--- src/rtl/fp_issue_arbiter_pkg.sv ---
// Types shared by the fp_unit issue arbiter: fp_unit request/response structs, the issue FSM
// state and small helpers for tag width and op classification.
package fp_issue_arbiter_pkg;

  typedef struct packed {
    logic       fmadd;
    logic       fmsub;
    logic       fnmsub;
    logic       fnmadd;
    logic       fadd;
    logic       fsub;
    logic       fmul;
    logic       fdiv;
    logic       fsqrt;
    logic       fsgnj;
    logic       fcmp;
    logic       fmax;
    logic       fclass;
    logic       fmv_i2f;
    logic       fmv_f2i;
    logic       fcvt_i2f;
    logic       fcvt_f2i;
    logic [1:0] fcvt_op;
  } fp_operation_type;

  typedef struct packed {
    logic [31:0]      data1;
    logic [31:0]      data2;
    logic [31:0]      data3;
    fp_operation_type op;
    logic [1:0]       fmt;
    logic [2:0]       rm;
    logic             enable;
  } fp_exe_in_type;

  typedef struct packed {
    logic [31:0] result;
    logic [4:0]  flags;
    logic        ready;
  } fp_exe_out_type;

  typedef enum logic [1:0] {
    IDLE = 2'd0,
    PIPE = 2'd1,
    ITER = 2'd2
  } fp_issue_state_t;

  // Tag width never collapses to zero bits.
  function automatic int unsigned fp_tag_w(input int unsigned num_req);
    return (num_req > 1) ? $clog2(num_req) : 1;
  endfunction

  function automatic logic is_iter_op(input fp_operation_type op);
    return op.fdiv | op.fsqrt;
  endfunction

endpackage

--- src/rtl/fp_issue_arbiter_tag_fifo.sv ---
// Synchronous in-order FIFO of requester tags; one entry per fp_unit op in flight.
module fp_tag_fifo #(
  parameter int unsigned DEPTH = 4,
  parameter int unsigned TAG_W = 1
) (
  input  logic                   clock,
  input  logic                   reset,
  input  logic                   push,
  input  logic [TAG_W-1:0]       push_tag,
  input  logic                   pop,
  output logic [TAG_W-1:0]       tag,
  output logic                   full,
  output logic                   empty,
  output logic [$clog2(DEPTH):0] count
);

  localparam int unsigned PTR_W = (DEPTH > 1) ? $clog2(DEPTH) : 1;
  localparam int unsigned CNT_W = $clog2(DEPTH) + 1;

  logic [TAG_W-1:0] mem [DEPTH];
  logic [PTR_W-1:0] wr_ptr;
  logic [PTR_W-1:0] rd_ptr;
  logic             do_push;
  logic             do_pop;

  function automatic logic [PTR_W-1:0] ptr_inc(input logic [PTR_W-1:0] p);
    return (p == PTR_W'(DEPTH - 1)) ? '0 : p + PTR_W'(1);
  endfunction

  assign full    = (count == CNT_W'(DEPTH));
  assign empty   = (count == '0);
  assign do_push = push & ~full;
  assign do_pop  = pop & ~empty;
  assign tag     = mem[rd_ptr];

  always_ff @(posedge clock) begin
    if (do_push) begin
      mem[wr_ptr] <= push_tag;
    end
  end

  always_ff @(posedge clock) begin
    if (!reset) begin
      wr_ptr <= '0;
      rd_ptr <= '0;
      count  <= '0;
    end else begin
      if (do_push) begin
        wr_ptr <= ptr_inc(wr_ptr);
      end
      if (do_pop) begin
        rd_ptr <= ptr_inc(rd_ptr);
      end
      case ({do_push, do_pop})
        2'b10:   count <= count + CNT_W'(1);
        2'b01:   count <= count - CNT_W'(1);
        default: count <= count;
      endcase
    end
  end

endmodule

--- src/rtl/fp_issue_arbiter.sv ---
// Round-robin issue arbiter sharing one fp_unit between NUM_REQ requesters, with in-order
// result routing. Define FP_ISSUE_ARB_PERF_EN to add per-requester grant and stall counters.
module fp_issue_arbiter
  import fp_issue_arbiter_pkg::*;
#(
  parameter int unsigned NUM_REQ      = 2,
  parameter int unsigned MAX_INFLIGHT = 4
) (
  input  logic                           reset,
  input  logic                           clock,
  input  logic           [NUM_REQ-1:0]   req_valid,
  output logic           [NUM_REQ-1:0]   req_ready,
  input  fp_exe_in_type  [NUM_REQ-1:0]   req_data,
  output fp_exe_in_type                  fpu_i,
  input  fp_exe_out_type                 fpu_o,
  output logic           [NUM_REQ-1:0]   rsp_valid,
  output logic           [31:0]          rsp_result,
  output logic           [4:0]           rsp_flags,
  output logic                           err
`ifdef FP_ISSUE_ARB_PERF_EN
  ,
  output logic           [NUM_REQ-1:0][31:0] perf_grant,
  output logic           [31:0]              perf_stall
`endif
);

  localparam int unsigned FP_TAG_W = fp_tag_w(NUM_REQ);
  localparam int unsigned CNT_W    = $clog2(MAX_INFLIGHT) + 1;

  fp_issue_state_t     state;
  logic [FP_TAG_W-1:0] rr_ptr;
  logic [FP_TAG_W-1:0] win_idx;
  logic [FP_TAG_W-1:0] cand_idx;
  logic                win_found;
  logic                win_iter;
  logic                can_issue;
  logic                grant;
  logic                retire;

  logic [FP_TAG_W-1:0] fifo_tag;
  logic                fifo_full;
  logic                fifo_empty;
  logic [CNT_W-1:0]    fifo_count;

  fp_tag_fifo #(
    .DEPTH (MAX_INFLIGHT),
    .TAG_W (FP_TAG_W)
  ) u_tag_fifo (
    .clock    (clock),
    .reset    (reset),
    .push     (grant),
    .push_tag (win_idx),
    .pop      (retire),
    .tag      (fifo_tag),
    .full     (fifo_full),
    .empty    (fifo_empty),
    .count    (fifo_count)
  );

  // The rr winner is the first valid requester at or after rr_ptr; if it cannot issue it is
  // held rather than skipped, so a blocked div/sqrt keeps its turn.
  always_comb begin
    win_found = 1'b0;
    win_idx   = '0;
    cand_idx  = '0;
    for (int i = 0; i < int'(NUM_REQ); i++) begin
      cand_idx = FP_TAG_W'((int'(rr_ptr) + i) % int'(NUM_REQ));
      if (!win_found && req_valid[cand_idx]) begin
        win_found = 1'b1;
        win_idx   = cand_idx;
      end
    end
  end

  assign win_iter = is_iter_op(req_data[win_idx].op);

  always_comb begin
    can_issue = 1'b0;
    unique case (state)
      IDLE:    can_issue = 1'b1;
      PIPE:    can_issue = !win_iter && !fifo_full;
      ITER:    can_issue = 1'b0;
      default: can_issue = 1'b0;
    endcase
  end

  assign grant     = reset & win_found & can_issue;
  assign req_ready = grant ? (NUM_REQ'(1) << win_idx) : '0;
  assign retire    = fpu_o.ready & ~fifo_empty;

  always_ff @(posedge clock) begin
    if (!reset) begin
      state      <= IDLE;
      rr_ptr     <= '0;
      fpu_i      <= '0;
      rsp_valid  <= '0;
      rsp_result <= '0;
      rsp_flags  <= '0;
      err        <= 1'b0;
    end else begin
      fpu_i.enable <= 1'b0;
      if (grant) begin
        fpu_i        <= req_data[win_idx];
        fpu_i.enable <= 1'b1;
        rr_ptr       <= (win_idx == FP_TAG_W'(NUM_REQ - 1)) ? '0 : win_idx + FP_TAG_W'(1);
      end

      rsp_valid <= '0;
      if (fpu_o.ready) begin
        if (fifo_empty) begin
          err <= 1'b1;
        end else begin
          rsp_valid  <= NUM_REQ'(1) << fifo_tag;
          rsp_result <= fpu_o.result;
          rsp_flags  <= fpu_o.flags;
        end
      end

      unique case (state)
        IDLE: begin
          if (grant) begin
            state <= win_iter ? ITER : PIPE;
          end
        end
        PIPE: begin
          if (retire && (fifo_count == CNT_W'(1)) && !grant) begin
            state <= IDLE;
          end
        end
        ITER: begin
          if (retire) begin
            state <= IDLE;
          end
        end
        default: state <= IDLE;
      endcase
    end
  end

`ifdef FP_ISSUE_ARB_PERF_EN
  always_ff @(posedge clock) begin
    if (!reset) begin
      perf_grant <= '0;
      perf_stall <= '0;
    end else begin
      if (grant) begin
        perf_grant[win_idx] <= perf_grant[win_idx] + 32'd1;
      end
      if (|req_valid && !grant) begin
        perf_stall <= perf_stall + 32'd1;
      end
    end
  end
`endif

endmodule

--- config.mk ---
export PLATFORM = sky130hd
export DESIGN_NAME = fp_issue_arbiter
export DESIGN_NICKNAME = d
export VERILOG_FILES = /design/src/rtl/fp_issue_arbiter_pkg.sv /design/src/rtl/fp_issue_arbiter_tag_fifo.sv /design/src/rtl/fp_issue_arbiter.sv
export SDC_FILE = /design/constraint.sdc
export NUM_CORES = 1
export LEC_CHECK = 0
export ABC_AREA = 1
export CAP_MARGIN = 10
export CELL_PAD_IN_SITES_DETAIL_PLACEMENT = 2
export CELL_PAD_IN_SITES_GLOBAL_PLACEMENT = 2
export CORE_AREA = 2 2 174 176
export CTS_CLUSTER_SIZE = 25
export DETAILED_ROUTE_END_ITERATION = 10
export DIE_AREA = 0 0 176 178
export DONT_BUFFER_PORTS = 1
export PLACE_DENSITY_LB_ADDON = 0.1
export SLEW_MARGIN = 10
export SYNTH_ARGS = -nofsm -noshare
export SYNTH_HDL_FRONTEND = slang
export SYNTH_SLANG_ARGS = --single-unit
--- constraint.sdc ---
create_clock -name clock -period 2.95 [get_ports clock]
set_clock_uncertainty 0.2 [all_clocks]
set_input_delay 0 -clock clock [delete_from_list [all_inputs] [get_ports clock]]
set_output_delay 0 -clock clock [all_outputs]
set_load 0.1 [all_outputs]
# Word-level counts from Yosys, hierarchy flattened
# Memories as Yosys holds them, arrays and structs flattened. A register that Yosys moved wholly into a read port is not among the register bits.
# Cells that the tools add are included.
[op_classes] magnitude_cmp=3 n_addsub=6 reduce_logical=15 eq_ne=11 shift=2 muxes=26 n_bitwise=10
[ops] cell="2-to-1 mux 121 bit" count=2
[ops] cell="2-to-1 mux 2 bit" count=9
[ops] cell="2-to-1 mux 1 bit" count=12
[ops] cell="== test 2 bit, second input constant" count=4
[ops] cell="less-than comparator 1 x 2 -> 1 bit, second input constant" count=3
[ops] cell="!= test 2 bit, second input constant" count=3
[ops] cell="one-hot mux 2 bit (3 select lines)" count=1
[ops] cell="one-hot mux 3 bit (2 select lines)" count=1
[ops] cell="bitwise AND 1 bit" count=5
[ops] cell="adder 2 x 1 -> 2 bit, second input constant" count=2
[ops] cell="== test 2 x 1 -> 1 bit, second input constant" count=2
[ops] cell="logical AND 1 bit" count=4
[ops] cell="zero test 1 bit" count=4
[ops] cell="inverter 1 bit" count=4
[ops] cell="AND reduction 2 bit" count=2
[ops] cell="left shift 1 x 1 -> 2 bit, first input constant" count=2
[ops] cell="adder 3 x 1 -> 3 bit, second input constant" count=1
[ops] cell="== test 3 x 1 -> 1 bit, second input constant" count=1
[ops] cell="== test 3 bit, second input constant" count=1
[ops] cell="zero test 3 bit" count=1
[ops] cell="AND reduction 3 bit" count=1
[ops] cell="OR reduction 3 bit" count=1
[ops] cell="subtractor 3 x 1 -> 3 bit, second input constant" count=1
[ops] cell="adder 1 bit, second input constant" count=2
[ops] cell="4 further kinds" count=4
[word_totals] register_bits=171 input_bits=284 elab_cells=107 ramBits=4 out_inout_bits=163 memories=1
[mem_list] memory="u_tag_fifo.mem" depth=4 word_bits=1 rd=1 rd_ports_with_merged_regs=1 write_ports=1 line="fp_issue_arbiter_tag_fifo.sv:20" rtl="logic [TAG_W-1:0] mem [DEPTH];"

# Logic depth before layout (Yosys ltp)
[logic_depth] depth_word=17 mapped_depth=15 ltp_nobuf=14

# Hierarchy
# Synthesis repeated with hierarchy kept, for this count alone.
[unflattened] cells_unflattened=1195 area_unflattened_um2=7846.3
[by_module_without_submodules] mod="fp_issue_arbiter" area_each_um2=7185.6 n_inst=1 cells_each=1113 seq_area_each_um2=3283.1
[by_module_without_submodules] mod="fp_tag_fifo" area_each_um2=660.6 n_inst=1 cells_each=82 seq_area_each_um2=300.3

# Worst setup path after synthesis
# Ideal clock, no wire load.
[synth_path] path_type="flip-flop to flip-flop" start="register u_tag_fifo.count[0]" end="register rr_ptr" setup_ns=0.185 period_less_slack_ns=3.134 arrival_ns=2.748 path_buffers=1 t_required_ns=2.565 path_stages_with_launch=12 setup_slack_ns=-0.184 cell_sequence="dfxtp_1 -> inv_1 -> ha_1 -> nand2_1 -> inv_1 -> nor2_1 -> nand3_1 -> nand2_2 -> buf_6 -> inv_1 -> nor2_1 -> nor2_1"
[synth_via] elab_chain_cells=5
[synth_rtl] item="from (decl)" line="fp_issue_arbiter_tag_fifo.sv:14" rtl="output logic [$clog2(DEPTH):0] count"
[synth_rtl] item="from (signal assigned)" line="fp_issue_arbiter_tag_fifo.sv:55" rtl="2'b10: count <= count + CNT_W'(1);"
[synth_rtl] item="from (signal assigned)" line="fp_issue_arbiter_tag_fifo.sv:56" rtl="2'b01: count <= count - CNT_W'(1);"
[synth_rtl] item="from (signal assigned)" line="fp_issue_arbiter_tag_fifo.sv:57" rtl="default: count <= count;"
[synth_rtl] item="== test 3 bit" line="fp_issue_arbiter_tag_fifo.sv:30" rtl="assign full = (count == CNT_W'(DEPTH));"
[synth_rtl] item="zero test 1 bit" line="fp_issue_arbiter.sv:81" rtl="PIPE: can_issue = !win_iter && !fifo_full;"
[synth_rtl] item="logical AND 1 bit" line="fp_issue_arbiter.sv:81"
[synth_rtl] item="one-hot mux 1 bit (2 select lines)" line="fp_issue_arbiter.sv:79" rtl="unique case (state)"
[synth_rtl] item="bitwise AND 1 bit" line="fp_issue_arbiter.sv:87" rtl="assign grant = reset & win_found & can_issue;"
[synth_rtl] item="to (signal assigned)" line="fp_issue_arbiter.sv:105" rtl="rr_ptr <= (win_idx == FP_TAG_W'(NUM_REQ - 1)) ? '0 : win_idx + FP_TAG_W'(1);"
[synth_rtl] item="to (decl)" line="fp_issue_arbiter.sv:31" rtl="logic [FP_TAG_W-1:0] rr_ptr;"
# Every way passes these cells.
# A chain may end at the register's enable or synchronous reset.

# Worst setup path in the final report
[layout_path] start="register rr_ptr" end="output req_ready[1]"
[layout_via] elab_chain_cells=14 elab_cells_between_ends=21 classes_between="add/sub: 1; shift: 1; mux: 12; bitwise: 3; reduce/logical: 4"
[layout_rtl] item="2-to-1 mux 1 bit (implied by the code) (2 in a row)" line="fp_issue_arbiter.sv:68" rtl="if (!win_found && req_valid[cand_idx]) begin"
[layout_rtl] item="2-to-1 mux 1 bit" line="fp_issue_arbiter.sv:68"
[layout_rtl] item="zero test 1 bit" line="fp_issue_arbiter.sv:68"
[layout_rtl] item="logical AND 1 bit" line="fp_issue_arbiter.sv:68"
[layout_rtl] item="2-to-1 mux 1 bit" line="fp_issue_arbiter.sv:68"
[layout_rtl] item="2-to-1 mux 121 bit (2 in a row)"
[layout_rtl] item="OR 1 bit" line="fp_issue_arbiter_pkg.sv:54" rtl="return op.fdiv | op.fsqrt;"
[layout_rtl] item="zero test 1 bit" line="fp_issue_arbiter.sv:81"
[layout_rtl] item="logical AND 1 bit" line="fp_issue_arbiter.sv:81"
[layout_rtl] item="one-hot mux 1 bit (2 select lines)" line="fp_issue_arbiter.sv:79"
[layout_rtl] item="bitwise AND 1 bit" line="fp_issue_arbiter.sv:87"
[layout_rtl] item="2-to-1 mux 2 bit (*)" line="fp_issue_arbiter.sv:88" rtl="assign req_ready = grant ? (NUM_REQ'(1) << win_idx) : '0;"
[layout_rtl] item="to (decl)" line="fp_issue_arbiter.sv:12" rtl="output logic [NUM_REQ-1:0] req_ready,"
# Every way passes the cells marked *; elsewhere a longest branch is shown, timed or not. The select of a mux whose other input is x is not followed.

==> out/summary.txt <==
RSZ-0062 raised after global routing = true
total grt overflow = 0
ratio of cells with drive above 1 in the final layout = 13.5%
most frequent cells in the layout = nand2_1, dlygate4sd3_1, dfxtp_1
drt pass-1 iters = 4
Core ar. = 29400 um^2
minimum clock period = 2820 ps
GRT Total Usage = 26.2%
drt via density = 4.96
Die Span Y = 178 um
largest net degree at the start of global routing = 121
R2R setup slack = 130 ps
Max Used Layer = met4
sequential share of the synthesized area = 44.7%
area leader, netlist = dfxtp_1
GP Congestion = 0.706
number of remaining DRC errors = 0
initial antenna violation count = 0
Slew headroom = 31.9%
HPWL after DPL = 22800 um
Max VDD drop = 0.000340 V
vias = 9948
Ant. Diodes = 0
Crit. End Element = output port
measured slew at the worst slew-check pin = 1020 ps
fmax = 355 MHz
Syn Inst Count = 1202
Reg clk slew, reported paths = 70 ps
root buf cell = clkbuf_16
crit path DAT = 2620 ps
first-pass GRT wire length = 63500 um
final hold viol count = 0
Ports = 447
Ys Warns = 0
WL/cell = 21.0 um
commonest non-fill, non-tap cell in the layout = nand2_1
Post-DRT Antenna Nets = 0
total power = 10.6 mW
fin crit share = 95.6%
area grow syn2layout = 63.5%
syn_nets = 1496
CTS max path bufs = 2
Crit Path Max Fanout = 5
Die Area = 31300 um^2
FP Rows = 63
# setup viols final = 0
CTS Buf Count = 17
Worst Hold Class = input port to flip-flop
share of the synthesized area in the top cell type = 43.3%
Avg Inst Size Synth = 6.66 um^2
critical path launch point type = flip-flop
fin. max-slew vios = 0
Die X = 176 um
CTS sink cnt = 177
setup bufs post-CTS = 0
Setup CP Type = flip-flop to output port
IO buf count = 0
Final TNS setup = 0 ps
final net count = 1898
vias in the first global route = 11116
WL final = 42200 um
Seq cells post-synth = 177
H-tree Lvls = 4
Leakage = 5.94 nW
M1 WL = 15800 um
worst-skew pair later-pin latency = 440 ps
MaxCap Viol Count = 0
synth top area cells = dfxtp_1, nand2_1, nand3_1, a21oi_1, nor2_1
synth unique cells = 22
status = finished, final reports clean
DR iter-0 viols = 424
placed cell count = 1675
CTS tree = done
met3 WL = 2860 um
Crit path required time = 2750 ps
WL met2 = 22200 um
non-filler cells, final = 2007
starting density of the core = 27.2%
mapped cell area = 8010 um^2
Power Dens Cells = 811 nW/um^2
## flip-flops by register name, summed over array words and instances (netlist names), named ones only
name,flops
rr_ptr,1
u_tag_fifo.wr_ptr,2
err,1
fpu_i,121
u_tag_fifo.mem,4
rsp_valid,2
state,2
u_tag_fifo.count,3
u_tag_fifo.rd_ptr,2
rsp_result,32
rsp_flags,5
## power breakdown
part           internal, mW  switching (mW)  total, mW  leakage (nW)
registers              2.79           0.278       3.07          1.46
clock network          1.17            1.14       2.31         0.287
logic                  1.30            3.93       5.24          4.20
## worst paths after layout
kind                                   start                end  depth (start not counted)
worst max register to register        rr_ptr          fpu_i[92]                         10
worst min register to register     fpu_i[89]          fpu_i[89]                          2
worst max-delay path                  rr_ptr       req_ready[1]                         11
worst min-delay path            req_valid[1]  u_tag_fifo.mem[1]                          6
## cell families after synthesis
group           count (synthesis)  synth area share, %
simple gates                  721                 36.0
flops                         177                 44.8
compound gates                174                 11.0
buf+inv                       119                 6.64
fa+ha+maj                      10                 1.56
xor+xnor                        1                0.109
## routing by layer
| metal | GRT usage [%] | vias up |
|---|---|---|
| met5 | 0 | - |
| met4 | 9.81 | 0 |
| met3 | 7.25 | 75 |
| met2 | 49.5 | 355 |
| met1 | 27.7 | 4886 |
| li1 | - | 4632 |
## area by class of cell
| cell class | count | area, um^2 |
|---|---|---|
| clock buffer | 19 | 453 |
| sequential | 177 | 3580 |
| timing repair buffer | 474 | 4380 |
| fill | 3348 | 16300 |
| tap | 390 | 488 |
| multi-input combinational | 906 | 3950 |
| clock inverter | 13 | 133 |
| inverter | 28 | 113 |
## critical path, stage by stage, from the launching register on
cell and delay, ps:
dfxtp_1 310, inv_1 50, nand2_1 120, nand2_4 140
nand2_1 80, dlygate4sd3_1 590, nand2_1 150, nand3_4 110
nand2_4 100, inv_1 120, nor2_2 150, buf_6 250
## synth_stat cells
library cell	n
a21oi_1	128
a32oi_1	1
and3_1	1
buf_1	10
buf_2	32
buf_4	2
buf_6	5
clkbuf_1	42
dfxtp_1	173
edfxtp_1	4
ha_1	10
inv_1	26
inv_2	2
nand2_1	495
nand2_2	1
nand3_1	130
nand3b_1	1
nor2_1	92
nor3_1	1
o211a_1	1
o21ai_0	44
xor2_1	1
## timing repair
action	in CTS	in global routing
hold buffers	300	0
resized for setup	0	5
endpoints found under the setup margin	0	27
endpoints found under the hold margin	181	0
## stage by stage
step	util, %	hold slack [ps]	worst slack [ps]	instance area [um^2]
after global routing	44.5	52.4	-13.8	13100
after CTS	44.5	14.9	92.3	13100
after detailed placement	32.2	-81.1	270	9470
after floorplan	-	-39.5	115	8010
after global placement	32.2	-88.0	394	9470
final	44.5	45.8	129	13100
Power figures use the tool's default switching activity.
